$ cat config.mk
export PLATFORM = sky130hd
export DESIGN_NAME = inst_fetch_unit
export DESIGN_NICKNAME = d
export VERILOG_FILES = /design/src/rtl/inst_fetch_unit.sv
export SDC_FILE = /design/constraint.sdc
export NUM_CORES = 1
export LEC_CHECK = 0
export ABC_CLOCK_PERIOD_IN_PS = 7500
export CAP_MARGIN = 20
export CORE_UTILIZATION = 45
export CTS_BUF_LIST = sky130_fd_sc_hd__clkbuf_16
export DETAILED_ROUTE_END_ITERATION = 8
export PLACE_DENSITY_LB_ADDON = 0.08
export SKIP_CTS_REPAIR_TIMING = 1
export SLEW_MARGIN = 20
export SYNTH_ARGS = -nofsm -noshare
export SYNTH_HDL_FRONTEND = slang
export SYNTH_SLANG_ARGS = --single-unit
export TNS_END_PERCENT = 5
$ cat constraint.sdc
create_clock -name clk -period 7.5 [get_ports clk]
set_clock_uncertainty 0.05 [all_clocks]
set_input_delay 0.75 -clock clk [delete_from_list [all_inputs] [get_ports clk]]
set_output_delay 0.75 -clock clk [all_outputs]
set_load 0.05 [all_outputs]
$ cat src/rtl/inst_fetch_unit.sv
// inst_fetch_unit: PC keeper and instruction-memory read client feeding decode through a
// 2-entry valid/ready buffer with redirect/flush. Define IFETCH_BYPASS_EN for same-cycle bypass.
module inst_fetch_unit #(
    parameter int ADDR_W   = 16,
    parameter int DATA_W   = 32,
    parameter int RESET_PC = 0
) (
    input  logic              clk,
    input  logic              reset,
    output logic [ADDR_W-1:0] imem_addr,
    input  logic [DATA_W-1:0] imem_dataout,
    input  logic              redirect_valid,
    input  logic [ADDR_W-1:0] redirect_pc,
    output logic              out_valid,
    input  logic              out_ready,
    output logic [DATA_W-1:0] out_instr,
    output logic [ADDR_W-1:0] out_pc
);

    localparam logic [ADDR_W-1:0] START_PC = ADDR_W'(RESET_PC);

    logic [ADDR_W-1:0] pc;
    logic              inflight;
    logic [ADDR_W-1:0] inflight_pc;

    // Two-entry FIFO kept as explicit head/tail slots; the head slot drives decode.
    logic              head_valid, tail_valid;
    logic [ADDR_W-1:0] head_pc, tail_pc;
    logic [DATA_W-1:0] head_instr, tail_instr;

    logic              n_head_valid, n_tail_valid;
    logic [ADDR_W-1:0] n_head_pc, n_tail_pc;
    logic [DATA_W-1:0] n_head_instr, n_tail_instr;

    logic       capture;
    logic       bypass;
    logic       pop;
    logic       head_pop;
    logic       push;
    logic       issue;
    logic [2:0] occupancy;

    // Returning data is dropped in a redirect cycle: it belongs to the old stream.
    assign capture = inflight & ~redirect_valid;

`ifdef IFETCH_BYPASS_EN
    assign bypass    = capture & ~head_valid;
    assign out_valid = head_valid | bypass;
    assign out_pc    = bypass ? inflight_pc  : head_pc;
    assign out_instr = bypass ? imem_dataout : head_instr;
`else
    assign bypass    = 1'b0;
    assign out_valid = head_valid;
    assign out_pc    = head_pc;
    assign out_instr = head_instr;
`endif

    assign pop      = out_valid & out_ready;
    assign head_pop = head_valid & out_ready;
    // A bypassed word accepted by decode this cycle never enters the buffer.
    assign push     = capture & ~(bypass & out_ready);

    // Words buffered plus the one in flight, less the one leaving; never exceeds 2.
    assign occupancy = 3'(head_valid) + 3'(tail_valid) + 3'(inflight) - 3'(pop);
    assign issue     = ~redirect_valid & (occupancy < 3'd2);

    assign imem_addr = pc;

    // NOTE: every output of a combinational block gets a default first, otherwise
    // paths that skip an assignment infer latches.
    always_comb begin
        n_head_valid = head_valid;
        n_head_pc    = head_pc;
        n_head_instr = head_instr;
        n_tail_valid = tail_valid;
        n_tail_pc    = tail_pc;
        n_tail_instr = tail_instr;

        if (head_pop) begin
            n_head_valid = tail_valid;
            n_head_pc    = tail_pc;
            n_head_instr = tail_instr;
            n_tail_valid = 1'b0;
        end

        if (push) begin
            if (!n_head_valid) begin
                n_head_valid = 1'b1;
                n_head_pc    = inflight_pc;
                n_head_instr = imem_dataout;
            end else begin
                n_tail_valid = 1'b1;
                n_tail_pc    = inflight_pc;
                n_tail_instr = imem_dataout;
            end
        end

        // The pop above still completes; whatever remains is flushed.
        if (redirect_valid) begin
            n_head_valid = 1'b0;
            n_tail_valid = 1'b0;
        end
    end

    // NOTE: state is updated with non-blocking assignments so every register samples
    // pre-edge values regardless of statement order.
    always_ff @(posedge clk) begin
        if (reset) begin
            pc          <= START_PC;
            inflight    <= 1'b0;
            inflight_pc <= '0;
            // NOTE: the buffer slots are reset (not just their valid bits) because the
            // head slot drives out_pc/out_instr, which must read zero after reset.
            head_valid  <= 1'b0;
            head_pc     <= '0;
            head_instr  <= '0;
            tail_valid  <= 1'b0;
            tail_pc     <= '0;
            tail_instr  <= '0;
        end else begin
            inflight <= issue;
            if (issue) begin
                inflight_pc <= pc;
            end

            if (redirect_valid) begin
                pc <= redirect_pc;
            end else if (issue) begin
                pc <= pc + ADDR_W'(1);
            end

            head_valid <= n_head_valid;
            head_pc    <= n_head_pc;
            head_instr <= n_head_instr;
            tail_valid <= n_tail_valid;
            tail_pc    <= n_tail_pc;
            tail_instr <= n_tail_instr;
        end
    end

endmodule
==> flow_summary.ini, run 1 <==
[clock_tree]
root_buffer = clkbuf_16
htreeDepth = 4
cts.clk_slew.worst_paths_ns = 0.05
insertion_delay_ns = 0.40
clock_sinks = 131
cts_tree = built
clockBufferDepth = 2
numCtsBuffers = 17

[drt]
drt_iter0_markers = 467
drt-wirelength-per-cell_um = 14.86
num_vias = 4974
viasPerCell = 5.508
dr.pass1.iters = 7
drc = 12
drtAntennaViolNets = 0
wl_um = 13420

[timing]
worst_slack_ns = 3.461
final-hold-violation-count = 0
rsz0062_at_grt = false
setup_viol = 0
timing.final.crit_share_pct = 53.85
drv_slew = 0
tightestPinTransition_ns = 1.058
fmax_mhz = 247.6
relSlewSlack_pct = 29.23
post-route-min-period_ns = 4.039
tns_ns = 0

[worst_setup_path]
cp_cell_sequence = clkdlybuf4s50_1 > nand2_2 > clkinv_1 > ha_1 > inv_1 > ha_1 > a21oi_4 > xnor2_1 > o21ai_0 > a311oi_1
cp.arrival_ns = 4.30
path_max_fanout = 50
worstSetupStartpointType = input pin
endpoint_kind = register
critPathSlowestCell = xnor2_1
cp.required_ns = 7.77
crit_type = in -> reg
rr_worst_depth = 9
timing.critical_path.slowest_cell_delay_ns = 0.81
cpMostUsedCell = ha_1

[status]
violations = DRC
status = complete, but fails checks

[grt]
grt_max_degree = 85
grt_pass1_vias = 4589
grt_usage_pct = 22.49
grt_antenna_before_repair = 0
overflow = 0
grt_pass1_wl_um = 22470

[min_path]
holdCritPathClass = reg -> reg
whs_path_depth = 2

[layout]
nFillCells = 1009
fin_nets = 804
area_growth_pct = 31.13
layoutNonFillerInstCount = 903
diodes = 0
drive_above_1_share_pct = 5.132

[yosys]
synthesis.nets = 714
ys_async_sr_fraction_pct = 0
ys_seq_elements = 131
synth.most_common_cell = nand2_1
synthTopCellsByArea = dfxtp_1, nand2_1, a311oi_1, nor2_1, a21oi_1
yosysTopAreaCell = dfxtp_1
avgSynthCellArea_sq_um = 8.130
ys_seq_area_share_pct = 48.95
netlist_area_sq_mm = 0.005358
yosysWarnings = 0
synth_cells = 659
synth_edf_count = 0
netlist_top_cells_count = nand2_1, dfxtp_1, nor2_1
synth.distinct_cells = 44
synth_flop_cell = dfxtp_1
yosys.area.top_type_share_pct = 48.95

[placed_design]
io_buffers = 116
routabilityCongestion = 0.7642
place_inst = 873
hpwl_um = 8115
pre_cts_slack_ns = 3.009

[power]
p_leak_nw = 2.427
p_clk_share_pct = 41.5
powerDensity_mw_per_mm2 = 233.4
power_frac_seq_pct = 45.5
p_int_mw = 1.207
irDropWorstVdd_uv = 154.6
switching_share_pct = 26.36
comb_power_share_pct = 13.0
p_sw_mw = 0.4321
power_mw = 1.640

[die]
coreArea_sq_mm = 0.01152
die_height_um = 111.1
die-area_sq_mm = 0.01235
start_util_pct = 46.52
boundaryPins = 117
fp.dieW_um = 111.1
fp-row-count = 39

[run]
drv_cap = 0
[power groups by stage]
stage	registers, mW	clock network [mW]	logic (mW)
floorplan	0.823	0	0.0636
global placement	0.760	0	0.211
CTS	0.746	0.695	0.214
global route	0.750	0.726	0.226
detailed placement	0.761	0	0.212
finish	0.746	0.680	0.213
[worst max-delay path, delay by kind of cell]
| family | cells | cell delay [ns] |
|---|---|---|
| xor+xnor | 1 | 0.81 |
| simple gates | 1 | 0.78 |
| buf+inv | 3 | 0.72 |
| fa+ha+maj | 2 | 0.64 |
| compound gates | 3 | 0.59 |
[final cells by class]
class                   count  area (sq um)  area share, %
inverters                   6         22.52         0.3206
repair buffers            122          1204          17.13
flip-flops and latches    131          2623          37.33
well taps                 143         178.9          2.547
clock inverters            13         57.56         0.8192
multi-input cells         471          2515          35.80
clock buffers              17         425.4          6.055
[final timing paths]
check,endpoint,start,slack [ns]
worst min register to register,tail_instr[29],tail_instr[29],0.40
worst max register to register,imem_addr[3],out_valid,3.79
worst min-delay path,tail_instr[29],tail_instr[29],0.40
worst max-delay path,imem_addr[3],out_ready,3.46
[routing by layer]
| layer | share of wire (%) | vias up | track usage (%) |
|---|---|---|---|
| met5 | 0 | - | 0 |
| met4 | 1.2 | 0 | 8.468 |
| met3 | 5.2 | 13 | 5.631 |
| met2 | 48 | 139 | 36.98 |
| met1 | 46 | 2365 | 28.44 |
| li1 | - | 2457 | - |
[cell families after synthesis]
kind of cell / after synthesis / share of synthesized area [%]
buffers and inverters: 57 / 4.531
adder cells (fa/ha/maj): 3 / 0.7007
AO/OA/AOI/OAI: 131 / 17.38
multiplexers: 18 / 3.526
AND/OR/NAND/NOR: 315 / 24.26
XOR/XNOR: 4 / 0.6540
flip-flops: 131 / 48.95
[metrics by stage]
step | instance area (sq um) | hold WS (ns) | util (%)
floorplan | 5358 | 0.3866 | -
global placement | 6543 | 0.3918 | 56.81
detailed placement | 6543 | 0.3973 | 56.81
CTS | 7025 | 0.4044 | 61.01
global route | 7025 | 0.4253 | 61.01
finish | 7025 | 0.4029 | 61.01
[placed cells by master (no fill, tap or decap), types with 2 or more instances in the layout]
master and instances:
mux2i_1 16, xnor2_1 2, a21oi_1 49, xor2_1 2, a31oi_1 3, nor2b_1 3
or4_1 8, clkbuf_16 17, nand3b_1 2, clkinv_2 4, dfxtp_1 131, nand2_1 202
o21ai_0 5, nor2_1 77, or3_1 4, nand3_1 6, clkinv_1 5, buf_4 7
o31ai_1 7, inv_1 8, nand4_1 2, clkdlybuf4s50_1 115, a311oi_1 59, ha_1 3
nor3_1 3
[flip-flops by register name, indices dropped and copies added (netlist names)]
register     count
imem_addr       16
out_instr       32
tail_pc         16
tail_valid       1
out_pc          16
inflight         1
inflight_pc     16
out_valid        1
tail_instr      32
Power figures use the tool's default switching activity.
==> inputs of run 2 (changes only) <==
--- a/config.mk
+++ b/config.mk
@@ -5,7 +5,7 @@
 export SDC_FILE = /design/constraint.sdc
 export NUM_CORES = 1
 export LEC_CHECK = 0
-export ABC_CLOCK_PERIOD_IN_PS = 7500
+export ABC_CLOCK_PERIOD_IN_PS = 3870
 export CAP_MARGIN = 20
 export CORE_UTILIZATION = 45
 export CTS_BUF_LIST = sky130_fd_sc_hd__clkbuf_16
==> constraint.sdc (replaced) <==
create_clock -name clk -period 3.87 [get_ports clk]
set_clock_uncertainty 0.05 [all_clocks]
set_input_delay 0.387 -clock clk [delete_from_list [all_inputs] [get_ports clk]]
set_output_delay 0.387 -clock clk [all_outputs]
set_load 0.05 [all_outputs]
==> flow_summary.ini, run 2 (same netlist as run 1, synthesis figures left out) <==
[drt]
drtAntennaViolNets = 0
topRoutingLayerUsed = met4
dr.pass1.iters = 7
wl_um = 13370
viasPerCell = 5.448
drc = 12
wl_met2_um = 6652
wl_met3_um = 594
drt-wirelength-per-cell_um = 14.70
drt-met1-wl_um = 5999
drt_iter0_markers = 370
num_vias = 4958

[run]
drv_cap = 0

[worst_setup_path]
crit_type = in -> reg
cp.required_ns = 4.14
endpoint_kind = register
startpoint = out_ready
worstReg2RegStart = out_valid
cp.arrival_ns = 2.96
rrSetupSlack_ns = 1.19
worstSetupStartpointType = input pin
path_max_fanout = 13

[status]
violations = DRC
status = complete, but fails checks

[layout]
drive_above_1_share_pct = 6.519
fin_util_pct = 61.93
area_growth_pct = 33.12
register_area_sq_mm = 0.002623
diodes = 0
layout_commonest_cell = nand2_1
nFillCells = 1036
multiInputGateArea_sq_mm = 0.002515
fin_nets = 809
final_cell_mix = nand2_1, dfxtp_1, clkdlybuf4s50_1

[clock_tree]
cts_tree = built
root_buffer = clkbuf_16
numCtsBuffers = 17
insertion_delay_ns = 0.41
htreeDepth = 4
clockBufferDepth = 2
cts.clk_slew.worst_paths_ns = 0.06
clock_sinks = 131

[timing]
rsz0062_at_grt = false
tightestPinTransition_ns = 0.5950
fmax_mhz = 371.4
tns_ns = 0
worst_slack_ns = 1.178
timing.final.crit_share_pct = 69.57
final-hold-violation-count = 0
relSlewSlack_pct = 60.21
post-route-min-period_ns = 2.692
setup_viol = 0
drv_slew = 0

[min_path]
holdCritPathClass = in -> reg
min_from = reset

[power]
powerDensity_mw_per_mm2 = 470.6
p_leak_nw = 2.485
irDropWorstVdd_uv = 308.8

[placed_design]
io_buffers = 116
pre_cts_slack_ns = 0.7672
hpwl_um = 8349
routabilityCongestion = 0.7569

[die]
coreArea_sq_mm = 0.01152
start_util_pct = 46.52
die-area_sq_mm = 0.01235
boundaryPins = 117
fp-row-count = 39
die_height_um = 111.1
fp.dieW_um = 111.1

[grt]
grt_pass1_vias = 4767
overflow = 0
grt_antenna_before_repair = 0
grt_max_degree = 55
grt_pass1_wl_um = 22700
grt_usage_pct = 22.68
[run 2: final timing paths]
path	to	depth (start not counted)
max	imem_addr[12]	10
min	inflight_pc[4]	2
max reg2reg	imem_addr[12]	9
min reg2reg	tail_instr[25]	2
[run 2: final cells by class]
type	count	share of cell area, %
sequential	131	36.77
timing repair buffer	127	17.40
clock inverter	15	1.772
tap	143	2.509
clock buffer	17	5.965
inverter	6	0.3158
multi-input combinational	471	35.26
[run 2: metrics by stage]
| stage | instances | cell area [sq um] | hold slack (ns) | power, mW |
|---|---|---|---|---|
| final | 910 | 7132 | 0.3915 | 3.356 |
| after CTS | 910 | 7132 | 0.3790 | 3.383 |
| after global routing | 910 | 7132 | 0.4011 | 3.473 |
| after detailed placement | 878 | 6580 | 0.3965 | 1.887 |
| after floorplan | 659 | 5358 | 0.3866 | 1.719 |
| after global placement | 878 | 6580 | 0.3919 | 1.883 |
[run 2: report_power, final]
| part | switching (mW) | internal [mW] | leakage [nW] | total [mW] |
|---|---|---|---|---|
| Combinational | 0.255 | 0.159 | 1.13 | 0.414 |
| Sequential | 0.0465 | 1.40 | 1.07 | 1.44 |
| Clock | 0.569 | 0.929 | 0.287 | 1.50 |
| Total | 0.870 | 2.49 | 2.49 | 3.36 |
[run 2: worst max-delay path, cell delays in order]
cell and delay (ns):
clkdlybuf4s50_1 0.43, nand2_2 0.08, clkinv_1 0.07, ha_1 0.27, inv_1 0.04, ha_1 0.30
a21oi_4 0.24, mux2_4 0.39, or4_1 0.50, a311oi_1 0.25
[run 2: layer usage]
layer,global-route usage [%],up-vias
li1,-,2472
met1,27.42,2361
met2,39.16,117
met3,5.139,8
met4,8.649,0
met5,0,-
